$ cat config.mk
export PLATFORM = sky130hd
export DESIGN_NAME = cpu_sequencer
export DESIGN_NICKNAME = d
export VERILOG_FILES = /design/src/rtl/cpu_pkg.sv /design/src/rtl/cpu_sequencer_pc_counter.sv /design/src/rtl/cpu_sequencer.sv
export SDC_FILE = /design/constraint.sdc
export NUM_CORES = 1
export LEC_CHECK = 0
export CORE_AREA = 2 2 61 63
export DETAILED_ROUTE_END_ITERATION = 10
export DIE_AREA = 0 0 63 65
export PLACE_DENSITY = 0.84
export SKIP_LAST_GASP = 1
export SLEW_MARGIN = 10
export SYNTH_ARGS = -nofsm -noshare
export SYNTH_HDL_FRONTEND = slang
export SYNTH_SLANG_ARGS = --single-unit
$ cat constraint.sdc
create_clock -name clock -period 2.25 [get_ports clock]
set_input_delay 0.45 -clock clock [delete_from_list [all_inputs] [get_ports clock]]
set_output_delay 0.45 -clock clock [all_outputs]
set_load 0.05 [all_outputs]
$ cat src/rtl/cpu_pkg.sv
// Shared definitions for the sequencer: opcodes, ALU/source encodings,
// FSM states and instruction-field offsets.
package cpu_pkg;

  localparam logic [2:0] OP_NOP  = 3'd0;
  localparam logic [2:0] OP_HALT = 3'd1;
  localparam logic [2:0] OP_SET  = 3'd2;
  localparam logic [2:0] OP_COPY = 3'd3;
  localparam logic [2:0] OP_ADDR = 3'd4;
  localparam logic [2:0] OP_ADDV = 3'd5;
  localparam logic [2:0] OP_SUBR = 3'd6;
  localparam logic [2:0] OP_SUBV = 3'd7;

  localparam logic ALU_ADD = 1'b0;
  localparam logic ALU_SUB = 1'b1;

  localparam logic [1:0] SRC_ALU = 2'd0;
  localparam logic [1:0] SRC_IMM = 2'd1;
  localparam logic [1:0] SRC_REG = 2'd2;

  typedef enum logic [2:0] {
    S_IDLE, S_FETCH, S_DECODE, S_EXEC, S_WB, S_HALT, S_FAULT
  } state_e;

  // Instruction word layout, LSB first: imm, rs, rd, op.
  localparam int IMM_LSB = 0;

  function automatic int rs_lsb(input int w);
    return w;
  endfunction

  function automatic int rd_lsb(input int w, input int rw);
    return w + rw;
  endfunction

  function automatic int op_lsb(input int w, input int rw);
    return w + 2 * rw;
  endfunction

endpackage

$ cat src/rtl/cpu_sequencer_pc_counter.sv
// Program counter: aw-bit register with increment and asynchronous clear.
module pc_counter #(
  parameter int aw = 8
) (
  input  logic          clock,
  input  logic          reset,
  input  logic          inc,
  output logic [aw-1:0] pc
);

  logic [aw-1:0] pc_q, pc_d;

  always_comb begin
    pc_d = inc ? pc_q + aw'(1) : pc_q;
  end

  always_ff @(posedge clock or posedge reset) begin
    if (reset) pc_q <= '0;
    else       pc_q <= pc_d;
  end

  assign pc = pc_q;

endmodule

$ cat src/rtl/cpu_sequencer.sv
// Multi-cycle control FSM: fetches over req/ack, decodes, and drives the
// register-file strobes and ALU/operand controls for the 8-bit datapath.
module cpu_sequencer
  import cpu_pkg::*;
#(
  parameter int w        = 8,
  parameter int op_w     = 3,
  parameter int alu_op_w = 1,
  parameter int aw       = 8,
  parameter int rw       = 2
) (
  input  logic                     clock,
  input  logic                     reset,
  input  logic                     start,
  output logic                     imem_req,
  output logic [aw-1:0]            imem_addr,
  input  logic                     imem_ack,
  input  logic [op_w+2*rw+w-1:0]   imem_data,
  output logic [rw-1:0]            rf_raddr_a,
  output logic [rw-1:0]            rf_raddr_b,
  output logic [rw-1:0]            rf_waddr,
  output logic                     rf_we,
  output logic [1:0]               src_sel,
  output logic                     b_sel,
  output logic [alu_op_w-1:0]      alu_op,
  output logic [w-1:0]             imm,
  output logic [aw-1:0]            pc,
  output logic                     halted,
  output logic                     fault
);

  localparam int IW     = op_w + 2 * rw + w;
  localparam int RS_LSB = rs_lsb(w);
  localparam int RD_LSB = rd_lsb(w, rw);
  localparam int OP_LSB = op_lsb(w, rw);

  state_e                state_q, state_d;
  logic [IW-1:0]         ir_q, ir_d;
  logic                  imem_req_q, imem_req_d;
  logic                  rf_we_q, rf_we_d;
  logic [1:0]            src_sel_q, src_sel_d;
  logic                  b_sel_q, b_sel_d;
  logic [alu_op_w-1:0]   alu_op_q, alu_op_d;
  logic                  halted_q, halted_d;
  logic                  fault_q, fault_d;
  logic                  pc_inc;
  logic [op_w-1:0]       op_f, op_ir;

  assign op_f  = imem_data[OP_LSB +: op_w];
  assign op_ir = ir_q[OP_LSB +: op_w];

  pc_counter #(.aw(aw)) u_pc (
    .clock (clock),
    .reset (reset),
    .inc   (pc_inc),
    .pc    (pc)
  );

  always_comb begin
    state_d   = state_q;
    ir_d      = ir_q;
    src_sel_d = src_sel_q;
    b_sel_d   = b_sel_q;
    alu_op_d  = alu_op_q;
    pc_inc    = 1'b0;
    case (state_q)
      S_IDLE:  if (start) state_d = S_FETCH;
      S_FETCH: begin
        if (imem_ack) begin
          // Controls are decoded from the incoming word so they are already
          // registered and stable by the first DECODE cycle.
          pc_inc   = 1'b1;
          ir_d     = imem_data;
          alu_op_d = alu_op_w'(op_f[1]);
          b_sel_d  = (op_f == op_w'(OP_ADDV)) || (op_f == op_w'(OP_SUBV));
          case (op_f)
            op_w'(OP_SET):  src_sel_d = SRC_IMM;
            op_w'(OP_COPY): src_sel_d = SRC_REG;
            default:        src_sel_d = SRC_ALU;
          endcase
          state_d = S_DECODE;
        end
      end
      S_DECODE: begin
        case (op_ir)
          op_w'(OP_NOP):  state_d = S_FETCH;
          op_w'(OP_HALT): state_d = S_HALT;
          op_w'(OP_SET),
          op_w'(OP_COPY): state_d = S_WB;
          op_w'(OP_ADDR),
          op_w'(OP_ADDV),
          op_w'(OP_SUBR),
          op_w'(OP_SUBV): state_d = S_EXEC;
          default:        state_d = S_FAULT;
        endcase
      end
      S_EXEC:  state_d = S_WB;
      S_WB:    state_d = S_FETCH;
      S_HALT:  state_d = S_HALT;
      S_FAULT: state_d = S_FAULT;
      default: state_d = S_FAULT;
    endcase
    imem_req_d = (state_d == S_FETCH);
    rf_we_d    = (state_d == S_WB);
    halted_d   = halted_q | (state_d == S_HALT);
    fault_d    = fault_q  | (state_d == S_FAULT);
  end

  always_ff @(posedge clock or posedge reset) begin
    if (reset) begin
      state_q    <= S_IDLE;
      ir_q       <= '0;
      imem_req_q <= 1'b0;
      rf_we_q    <= 1'b0;
      src_sel_q  <= SRC_ALU;
      b_sel_q    <= 1'b0;
      alu_op_q   <= '0;
      halted_q   <= 1'b0;
      fault_q    <= 1'b0;
    end else begin
      state_q    <= state_d;
      ir_q       <= ir_d;
      imem_req_q <= imem_req_d;
      rf_we_q    <= rf_we_d;
      src_sel_q  <= src_sel_d;
      b_sel_q    <= b_sel_d;
      alu_op_q   <= alu_op_d;
      halted_q   <= halted_d;
      fault_q    <= fault_d;
    end
  end

  assign imem_req   = imem_req_q;
  assign imem_addr  = pc;
  assign rf_raddr_a = ir_q[RD_LSB +: rw];
  assign rf_raddr_b = ir_q[RS_LSB +: rw];
  assign rf_waddr   = ir_q[RD_LSB +: rw];
  assign imm        = ir_q[IMM_LSB +: w];
  assign rf_we      = rf_we_q;
  assign src_sel    = src_sel_q;
  assign b_sel      = b_sel_q;
  assign alu_op     = alu_op_q;
  assign halted     = halted_q;
  assign fault      = fault_q;

endmodule
==> results of run 1 <==
==> path summary, 6_finish.rpt <==
path | cells after the start | from | slack, ns | to
setup / recovery | 1 | u_pc.pc[3]$_DFFE_PP0P_ | 0.18 | pc[3]
hold / removal | 2 | src_sel[1]$_DFFE_PP0P_ | 0.47 | src_sel[1]$_DFFE_PP0P_
setup reg to reg | 3 | state_q[1]$_DFF_PP0_ | 0.71 | u_pc.pc[4]$_DFFE_PP0P_
hold reg to reg | 2 | src_sel[1]$_DFFE_PP0P_ | 0.47 | src_sel[1]$_DFFE_PP0P_
max in group asynchronous | 3 | reset | 1.47 | imem_req$_DFF_PP0_
min in group asynchronous | 3 | reset | 0.49 | ir_q[12]$_DFFE_PP0P_
==> cells in the final DEF (no fill, tap or decap) <==
master	count
and2_1	1
o21a_1	1
nand3b_1	1
nor2_1	2
o21ba_2	1
a21oi_1	2
clkbuf_1	1
nor3b_1	1
nor4_4	1
xnor2_1	3
and4bb_2	1
nand3_1	3
a211oi_1	1
o41ai_1	2
nand4_1	1
nor4_1	1
a21o_1	2
inv_1	4
dfrtp_1	33
nor3_1	2
nand4bb_1	1
o21bai_1	1
o21ai_0	1
or2_2	1
xor2_1	4
nand4b_1	1
ha_1	1
clkinv_2	2
buf_4	2
nor2b_1	1
clkdlybuf4s50_1	56
clkbuf_4	5
nand2_1	54
==> sequential cells by signal (all words and copies together) (netlist names) <==
name      cells
rf_we         1
state_q       3
src_sel       2
fault         1
halted        1
b_sel         1
u_pc.pc       8
ir_q         15
imem_req      1
==> layout make-up <==
cell class	count	area [µm²]	share of cell area
clock inverters	2	10.01	0.004963
repair buffers	58	575.6	0.2854
well taps	48	60.06	0.02978
flip-flops and latches	33	825.8	0.4094
clock buffers	6	41.29	0.02047
inverters	4	15.01	0.007444
multi-input cells	91	489.2	0.2426
==> through the flow <==
stage	hold slack [ns]	setup WS [ns]	instances	utilization	power, W
global placement	0.4381	0.3414	234	0.5623	0.002942
global route	0.5135	0.09883	242	0.5770	0.003460
CTS	0.4811	0.1488	242	0.5770	0.003294
finish	0.4745	0.1828	242	0.5770	0.003252
floorplan	0.4463	0.7636	156	-	0.002578
detailed placement	0.4577	0.2921	234	0.5623	0.002977
==> power groups by stage <==
| stage | sequential [W] | combinational, W | clock (W) |
|---|---|---|---|
| 2_1_floorplan | 0.00134 | 0.00124 | 0 |
| 3_3_place_gp | 0.00104 | 0.00191 | 0 |
| 3_5_place_dp | 0.00104 | 0.00193 | 0 |
| 4_1_cts | 0.00104 | 0.00194 | 0.000323 |
| 5_1_grt | 0.00107 | 0.00203 | 0.000354 |
| 6_report | 0.00103 | 0.00192 | 0.000309 |
==> per-layer routing <==
metal | track usage | vias to the layer above | share of wire
li1 | - | 552 | -
met1 | 0.1898 | 500 | 0.45
met2 | 0.2540 | 36 | 0.47
met3 | 0.05556 | 6 | 0.063
met4 | 0.07500 | 0 | 0.020
met5 | 0 | - | 0
==> cell families after synthesis <==
family                     count (synthesis)  share of synthesized area
DFF                                       33                     0.5383
buffers and inverters                     32                     0.1427
adders and majority gates                  1                   0.008155
xor gates and xnor gates                   7                    0.03997
AOI/OAI and AO/OA                         11                    0.05220
and+or+nand+nor                           72                     0.2186
==> results.cfg, run 1 <==
[logic_synthesis]
synth_area_um2 = 1534
ys_seq_area_frac = 0.5383
yosys.cell_count.top_type = nand2_1
synth_cells = 156
async_reset_ff_frac = 1.000
yosys_warnings = 0
yosys_most_used_dff = dfrtp_1
syn-mean-instance-area_um2 = 9.833
yosys.cell_types.count = 31
synth.ff_latch_count = 33
synthDominantCellAreaShare = 0.5383
synth_area_leaders = dfrtp_1 54%, nand2_1 13%, buf_4 11%, xor2_1 2.3%, xnor2_1 1.7%
synthesis.nets = 176
synth_top_area_cell = dfrtp_1
synth_commonest_cells = 54 x nand2_1, 33 x dfrtp_1, 23 x buf_4
synth-edff-count = 0

[power]
intPower_w = 0.001591
swShare = 0.5107
power_frac_seq = 0.316
clkPwrFrac = 0.095
power_density_nw_per_um2 = 1612
p_leak_nw = 0.9581
pwr-share-comb = 0.589
peakVddDrop_mv = 0.7022
netSwitchingPower_w = 0.001661

[outcome]
status = finished, final reports clean

[critical_path]
end_kind = output pin
startpoint_type = flip-flop
path_delay_family = buffers and inverters
critical_path.cell_chain = clkdlybuf4s50_1
cpMaxStageDelayCell = clkdlybuf4s50_1
path_class = flip-flop to output pin
worstPathMaxFanout = 5
cp.arrival_ns = 1.62
path_buf_inv = 1
slowest_delay_ns = 0.84
worstPathRequired_ns = 1.80

[layout]
nNetsFinal = 213
nFillCells = 332
syn_to_final_growth_pct = 31.48
final_area_um2 = 2017
antennaDiodeCount = 0
layout-drive-gt1-share = 0.06701

[route]
via_per_inst = 4.521
drtIter0Drc = 42
ant_nets = 0
dr.pass1.iters = 4
wirelength_um = 2760
num_vias = 1094
drc = 0
routedWlPerCell_um = 11.40

[timing]
maxSlewHeadroom = 0.6539
report.final.setup_viol = 0
worst_pin_slew_ns = 0.5175
rsz0062_at_grt = false
min_period_ns = 2.067
slew_violations = 0
hold_viol_final = 0
setup_tns_ns = 0
fin_worst_skew_ns = 0.009664
finalCritPeriodShare = 0.9187
fmax_mhz = 483.8

[clock_tree]
cts.repair.resized = 0
hold_buffers = 0
cts_inserted_buffers = 5
post_cts_buffers = 0
path_clk_slew_ns = 0.10
cts_buffer_depth = 2
cts_tree = built
htreeDepth = 2
clock-sinks = 33
cts_root_buffer = clkbuf_4
insertion_delay_ns = 0.33

[global_route]
grt_max_degree = 34
track_usage = 0.1580
grt_pass1_wl_um = 4961
antenna_found_initial = 0
overflow = 0
grt_pass1_vias = 1070

[die]
die_h_um = 65
ios = 57
core_area_um2 = 3496
die_area_um2 = 4095
die_width_um = 63
start_util = 0.4388
rows = 22

[placement]
routabilityCongestion = 0.7309
port_buffers = 56
dpl-instance-area_um2 = 1966
hpwlAfterDp_um = 1947

[hold_path]
hold_path_class = flip-flop to flip-flop

[run]
cap_violations = 0
(Power assumes the default switching activity.)
==> inputs of run 2 (changes only) <==
--- a/config.mk
+++ b/config.mk
@@ -5,10 +5,10 @@
 export SDC_FILE = /design/constraint.sdc
 export NUM_CORES = 1
 export LEC_CHECK = 0
-export CORE_AREA = 2 2 61 63
+export CORE_AREA = 2 2 66 68
 export DETAILED_ROUTE_END_ITERATION = 10
-export DIE_AREA = 0 0 63 65
-export PLACE_DENSITY = 0.84
+export DIE_AREA = 0 0 68 70
+export PLACE_DENSITY = 0.76
 export SKIP_LAST_GASP = 1
 export SLEW_MARGIN = 10
 export SYNTH_ARGS = -nofsm -noshare
==> constraint.sdc (replaced) <==
create_clock -name clock -period 1.8 [get_ports clock]
set_input_delay 0.36 -clock clock [delete_from_list [all_inputs] [get_ports clock]]
set_output_delay 0.36 -clock clock [all_outputs]
set_load 0.05 [all_outputs]
==> run 2 against run 1 <==
  * Critical endpoint is now u_pc.pc[7]$_DFFE_PP0P_
  * Critical path type is now primary input to flip-flop
  * Non-clock buffer count is 5 higher
  * Combinational power is 22% higher
  * Highest routed layer unchanged
  * Power increased by 29%
  * Die area rose by 16%
  * Flip-flop and latch count did not move
  * Clock power grew 74%
  * Register-to-register slack got worse by 0.30 ns
  * Design area decreased by 0.25%
  * Routed wire length increased by 0.80%
  * Sequential share of layout area is 0.10 points higher
  * Count of clock-buffer cells in the layout up 1
==> results.cfg, run 2 (same netlist as run 1, synthesis figures left out) <==
[clock_tree]
cts_buffer_depth = 2
cts_inserted_buffers = 5
hold_buffers = 0
cts.repair.resized = 0
htreeDepth = 2
post_cts_buffers = 0
insertion_delay_ns = 0.27
cts_root_buffer = clkbuf_8
clock-sinks = 33
cts_tree = built
path_clk_slew_ns = 0.06

[layout]
largest_register = ir_q
final_area_um2 = 2012
final_common_cell = nand2_1
layout-drive-gt1-share = 0.2778
fin_util = 0.4855
final_cell_mix = 54 x nand2_1, 44 x buf_4, 33 x dfrtp_1
nNetsFinal = 218
largest_register_ffs = 15
nFillCells = 413
syn_to_final_growth_pct = 31.16
antennaDiodeCount = 0

[route]
drtIter0Drc = 54
dr.pass1.iters = 3
via_per_inst = 4.520
ant_nets = 0
drc = 0
routedWlPerCell_um = 11.13
num_vias = 1130
wirelength_um = 2782

[timing]
min_period_ns = 1.395
slew_violations = 0
fin_worst_skew_ns = 0.005694
finalCritPeriodShare = 0.7751
rsz0062_at_grt = false
report.final.setup_viol = 0
fin_ws_ns = 0.4049
setup_tns_ns = 0
fmax_mhz = 716.8
hold_viol_final = 0
hold_ws_ns = 0.3973
maxSlewHeadroom = 0.8094
worst_pin_slew_ns = 0.2822

[placement]
hpwlAfterDp_um = 2060
routabilityCongestion = 0.7420
port_buffers = 56
dpl-instance-area_um2 = 1926
post-place-ws_ns = 0.1346

[critical_path]
cpMaxStageDelayCell = clkdlybuf4s50_1
startpoint_type = primary input
reg2reg_to = u_pc.pc[7]$_DFFE_PP0P_
path_class = primary input to flip-flop
critical_path.cell_chain = clkdlybuf4s50_1 > nand4bb_1 > buf_4 > nor4_4 > xor2_1
worstPathMaxFanout = 16
worstPathRequired_ns = 2.00
rr_worst_depth = 4
r2r-start = state_q[1]$_DFF_PP0_
end_kind = flip-flop
cp.arrival_ns = 1.60
r2r_slack_ns = 0.41
slowest_delay_ns = 0.50

[run]
cap_violations = 0

[die]
rows = 24
start_util = 0.3702
die_area_um2 = 4760
ios = 57
die_h_um = 70
core_area_um2 = 4144
die_width_um = 68

[global_route]
grt_pass1_wl_um = 4843
overflow = 0
antenna_found_initial = 0
track_usage = 0.1344
grt_max_degree = 22
grt_pass1_vias = 1082

[outcome]
status = finished, final reports clean

[power]
p_leak_nw = 1.052
power_density_nw_per_um2 = 2084
peakVddDrop_mv = 0.8520

[hold_path]
hold_path_class = primary input to async pin
run 2: cell types whose count changed in the layout (fill, tap and decap cells not counted):
cell / delta
clkdlybuf4s50_1: -38
buf_4: +42
clkbuf_4: -5
clkbuf_8: +6
clkinv_2: -2
buf_12: +1
run 2: routing by layer:
metal	up-vias	wire length, µm	global-route usage
li1	555	-	-
met1	533	1223	0.1703
met2	36	1264	0.2017
met3	6	246	0.05958
met4	0	47	0.04667
met5	-	0	0
run 2: worst max path at each step:
stage,from,cells after the start,slack [ns],to
floorplan,u_pc.pc[2]$_DFFE_PP0P_,3,0.31,u_pc.pc[7]$_DFFE_PP0P_
global placement,imem_ack,5,0.14,u_pc.pc[7]$_DFFE_PP0P_
detailed placement,imem_ack,5,0.13,u_pc.pc[7]$_DFFE_PP0P_
CTS,state_q[1]$_DFF_PP0_,4,0.41,u_pc.pc[5]$_DFFE_PP0P_
global route,state_q[1]$_DFF_PP0_,4,0.27,u_pc.pc[6]$_DFFE_PP0P_
finish,imem_ack,5,0.40,u_pc.pc[7]$_DFFE_PP0P_
run 2: final cells by class:
cell class / count / area, µm² / area share
clock buffers: 7 / 86.33 / 0.04291
multi-input cells: 91 / 489.2 / 0.2432
repair buffers: 63 / 530.5 / 0.2637
inverters: 4 / 15.01 / 0.007463
flip-flops and latches: 33 / 825.8 / 0.4104
well taps: 52 / 65.06 / 0.03234
run 2: critical path: cells and delay by family:
family        cells  cell delay (ns)
simple gates      2             0.37
xor+xnor          1             0.15
buf+inv           2             0.71
run 2: stage by stage:
| stage | cells | total power (W) |
|---|---|---|
| finish | 250 | 0.004192 |
| global route | 250 | 0.004457 |
| CTS | 250 | 0.004246 |
| detailed placement | 243 | 0.003692 |
| global placement | 243 | 0.003660 |
| floorplan | 156 | 0.003222 |
run 2: power breakdown:
group	total [W]	leakage (nW)	switching, W	internal (W)
combinational	0.00235	0.593	0.00160	0.000749
clock	0.000539	0.0443	0.000236	0.000303
sequential	0.00130	0.414	0.000260	0.00104
total	0.00419	1.05	0.00210	0.00210
==> inputs of run 3 (changes only) <==
--- a/config.mk
+++ b/config.mk
@@ -5,10 +5,10 @@
 export SDC_FILE = /design/constraint.sdc
 export NUM_CORES = 1
 export LEC_CHECK = 0
-export CORE_AREA = 2 2 66 68
+export CORE_AREA = 2 2 63 65
 export DETAILED_ROUTE_END_ITERATION = 10
-export DIE_AREA = 0 0 68 70
-export PLACE_DENSITY = 0.76
+export DIE_AREA = 0 0 65 67
+export PLACE_DENSITY = 0.79
 export SKIP_LAST_GASP = 1
 export SLEW_MARGIN = 10
 export SYNTH_ARGS = -nofsm -noshare
==> constraint.sdc (replaced) <==
create_clock -name clock -period 1.37 [get_ports clock]
set_input_delay 0.274 -clock clock [delete_from_list [all_inputs] [get_ports clock]]
set_output_delay 0.274 -clock clock [all_outputs]
set_load 0.05 [all_outputs]
==> run 3 against run 2 <==
  * Utilization up 22 points
  * Sequential share of layout area fell by 8.3 points
  * Global-route usage rose by 3.6 points
  * Die area down 8.5%
  * Clock power is 26% higher
  * First-iteration DRC count down 37%
==> results.cfg, run 3 (same netlist as run 1, synthesis figures left out) <==
[power]
peakVddDrop_mv = 1.737
power.total_w = 0.006893
power_density_nw_per_um2 = 2714
p_leak_nw = 1.217

[clock_tree]
path_clk_slew_ns = 0.06
htreeDepth = 2
clock-sinks = 33
hold_buffers = 0
insertion_delay_ns = 0.28
cts_tree = built
cts_root_buffer = clkbuf_8
cts_buffer_depth = 2
cts_inserted_buffers = 5

[placement]
routabilityCongestion = 0.7689
post-place-ws_ns = -0.2218
port_buffers = 56
dpl.cell_count = 243
dpl-instance-area_um2 = 2442
hpwlAfterDp_um = 2337

[critical_path]
end_kind = flip-flop
worstPathMaxFanout = 8
critical_path.cell_chain = clkdlybuf4s50_1 > and4bb_2 > nand4_1 > xnor2_1
cpMaxStageDelayCell = clkdlybuf4s50_1
path_buf_inv = 1
slowest_delay_ns = 0.50
worstPathRequired_ns = 1.52
startpoint_type = primary input
cp.arrival_ns = 1.47
path_delay_family = simple AND/OR/NAND/NOR gates
path_class = primary input to flip-flop

[layout]
final_common_cell = nand2_1
antennaDiodeCount = 0
layout-drive-gt1-share = 0.3137
largest_register_ffs = 15
seq_area_um2 = 830.8
nFillCells = 248
largest_register = ir_q
final_area_um2 = 2540
multi_input_area_um2 = 494.2
nNetsFinal = 223
layout.cells.non_filler = 252
syn_to_final_growth_pct = 65.58
final_cell_mix = 54 x nand2_1, 40 x buf_12, 29 x dfrtp_1
fin_util = 0.7044

[route]
drtIter0Drc = 34
num_vias = 1180
wirelength_um = 3135
drc = 0
ant_nets = 0
dr.pass1.iters = 4
routedWlPerCell_um = 12.44
via_per_inst = 4.683

[die]
start_util = 0.4254
die_h_um = 67
die_width_um = 65
core_area_um2 = 3606
rows = 22
ios = 57
die_area_um2 = 4355

[timing]
finalCritPeriodShare = 0.9571
fin_worst_skew_ns = 0.003727
rsz0062_at_grt = true
worst_pin_slew_ns = 0.2966
fin_ws_ns = 0.05876
report.final.setup_viol = 0
fmax_mhz = 762.6
min_period_ns = 1.311
slew_violations = 0
hold_viol_final = 0
maxSlewHeadroom = 0.8023

[global_route]
overflow = 0
grt_pass1_vias = 1192
track_usage = 0.1701
grt_max_degree = 34
grt_pass1_wl_um = 5416
antenna_found_initial = 0

[run]
cap_violations = 0

[hold_path]
hold_path_class = primary input to async pin

[outcome]
status = finished, final reports clean
==> run 3: final timing paths <==
| check | from | end | slack, ns | cells past startpoint |
|---|---|---|---|---|
| max | imem_ack | u_pc.pc[4]$_DFFE_PP0P_ | 0.06 | 4 |
| min | reset | ir_q[10]$_DFFE_PP0P_ | 0.33 | 3 |
| max reg2reg | state_q[2]$_DFF_PP0_ | u_pc.pc[4]$_DFFE_PP0P_ | 0.07 | 3 |
| min reg2reg | ir_q[12]$_DFFE_PP0P_ | ir_q[12]$_DFFE_PP0P_ | 0.49 | 2 |
| max in group asynchronous | reset | u_pc.pc[2]$_DFFE_PP0P_ | 0.85 | 3 |
| min in group clock | ir_q[12]$_DFFE_PP0P_ | ir_q[12]$_DFFE_PP0P_ | 0.49 | 2 |
==> run 3: repair_timing <==
| action | in CTS | in global routing |
|---|---|---|
| gates resized for setup | 0 | 3 |
| endpoints found under the setup margin | 0 | 5 |
| buffers inserted | 0 | 1 |
==> run 3: power breakdown <==
group | switching (W) | internal (W)
Clock | 0.000320 | 0.000360
Sequential | 0.000513 | 0.00138
Combinational | 0.00222 | 0.00210
Total | 0.00305 | 0.00384
==> run 3: layout make-up <==
class                   instances  share of cell area
flip-flops and latches         33              0.3271
multi-input cells              91              0.1946
well taps                      48             0.02365
inverters                       4            0.005911
repair buffers                 68              0.4172
clock buffers                   8             0.03153
==> run 3: per-layer routing <==
| layer | share of wire | track usage |
|---|---|---|
| met1 | 0.41 | 0.2000 |
| met2 | 0.48 | 0.2603 |
| met3 | 0.079 | 0.08277 |
| met4 | 0.025 | 0.07979 |
| met5 | 0 | 0 |
==> run 3: stage by stage <==
stage / hold slack, ns / TNS, ns
finish: 0.3320 / 0
global route: 0.3571 / -0.04722
CTS: 0.3340 / 0
detailed placement: 0.4809 / -3.949
global placement: 0.4630 / -3.112
floorplan: 0.3689 / 0
==> run 3: tightest hold or removal path: cells and delay by family <==
kind | cells | cell delay (ns)
buf+inv | 3 | 0.70
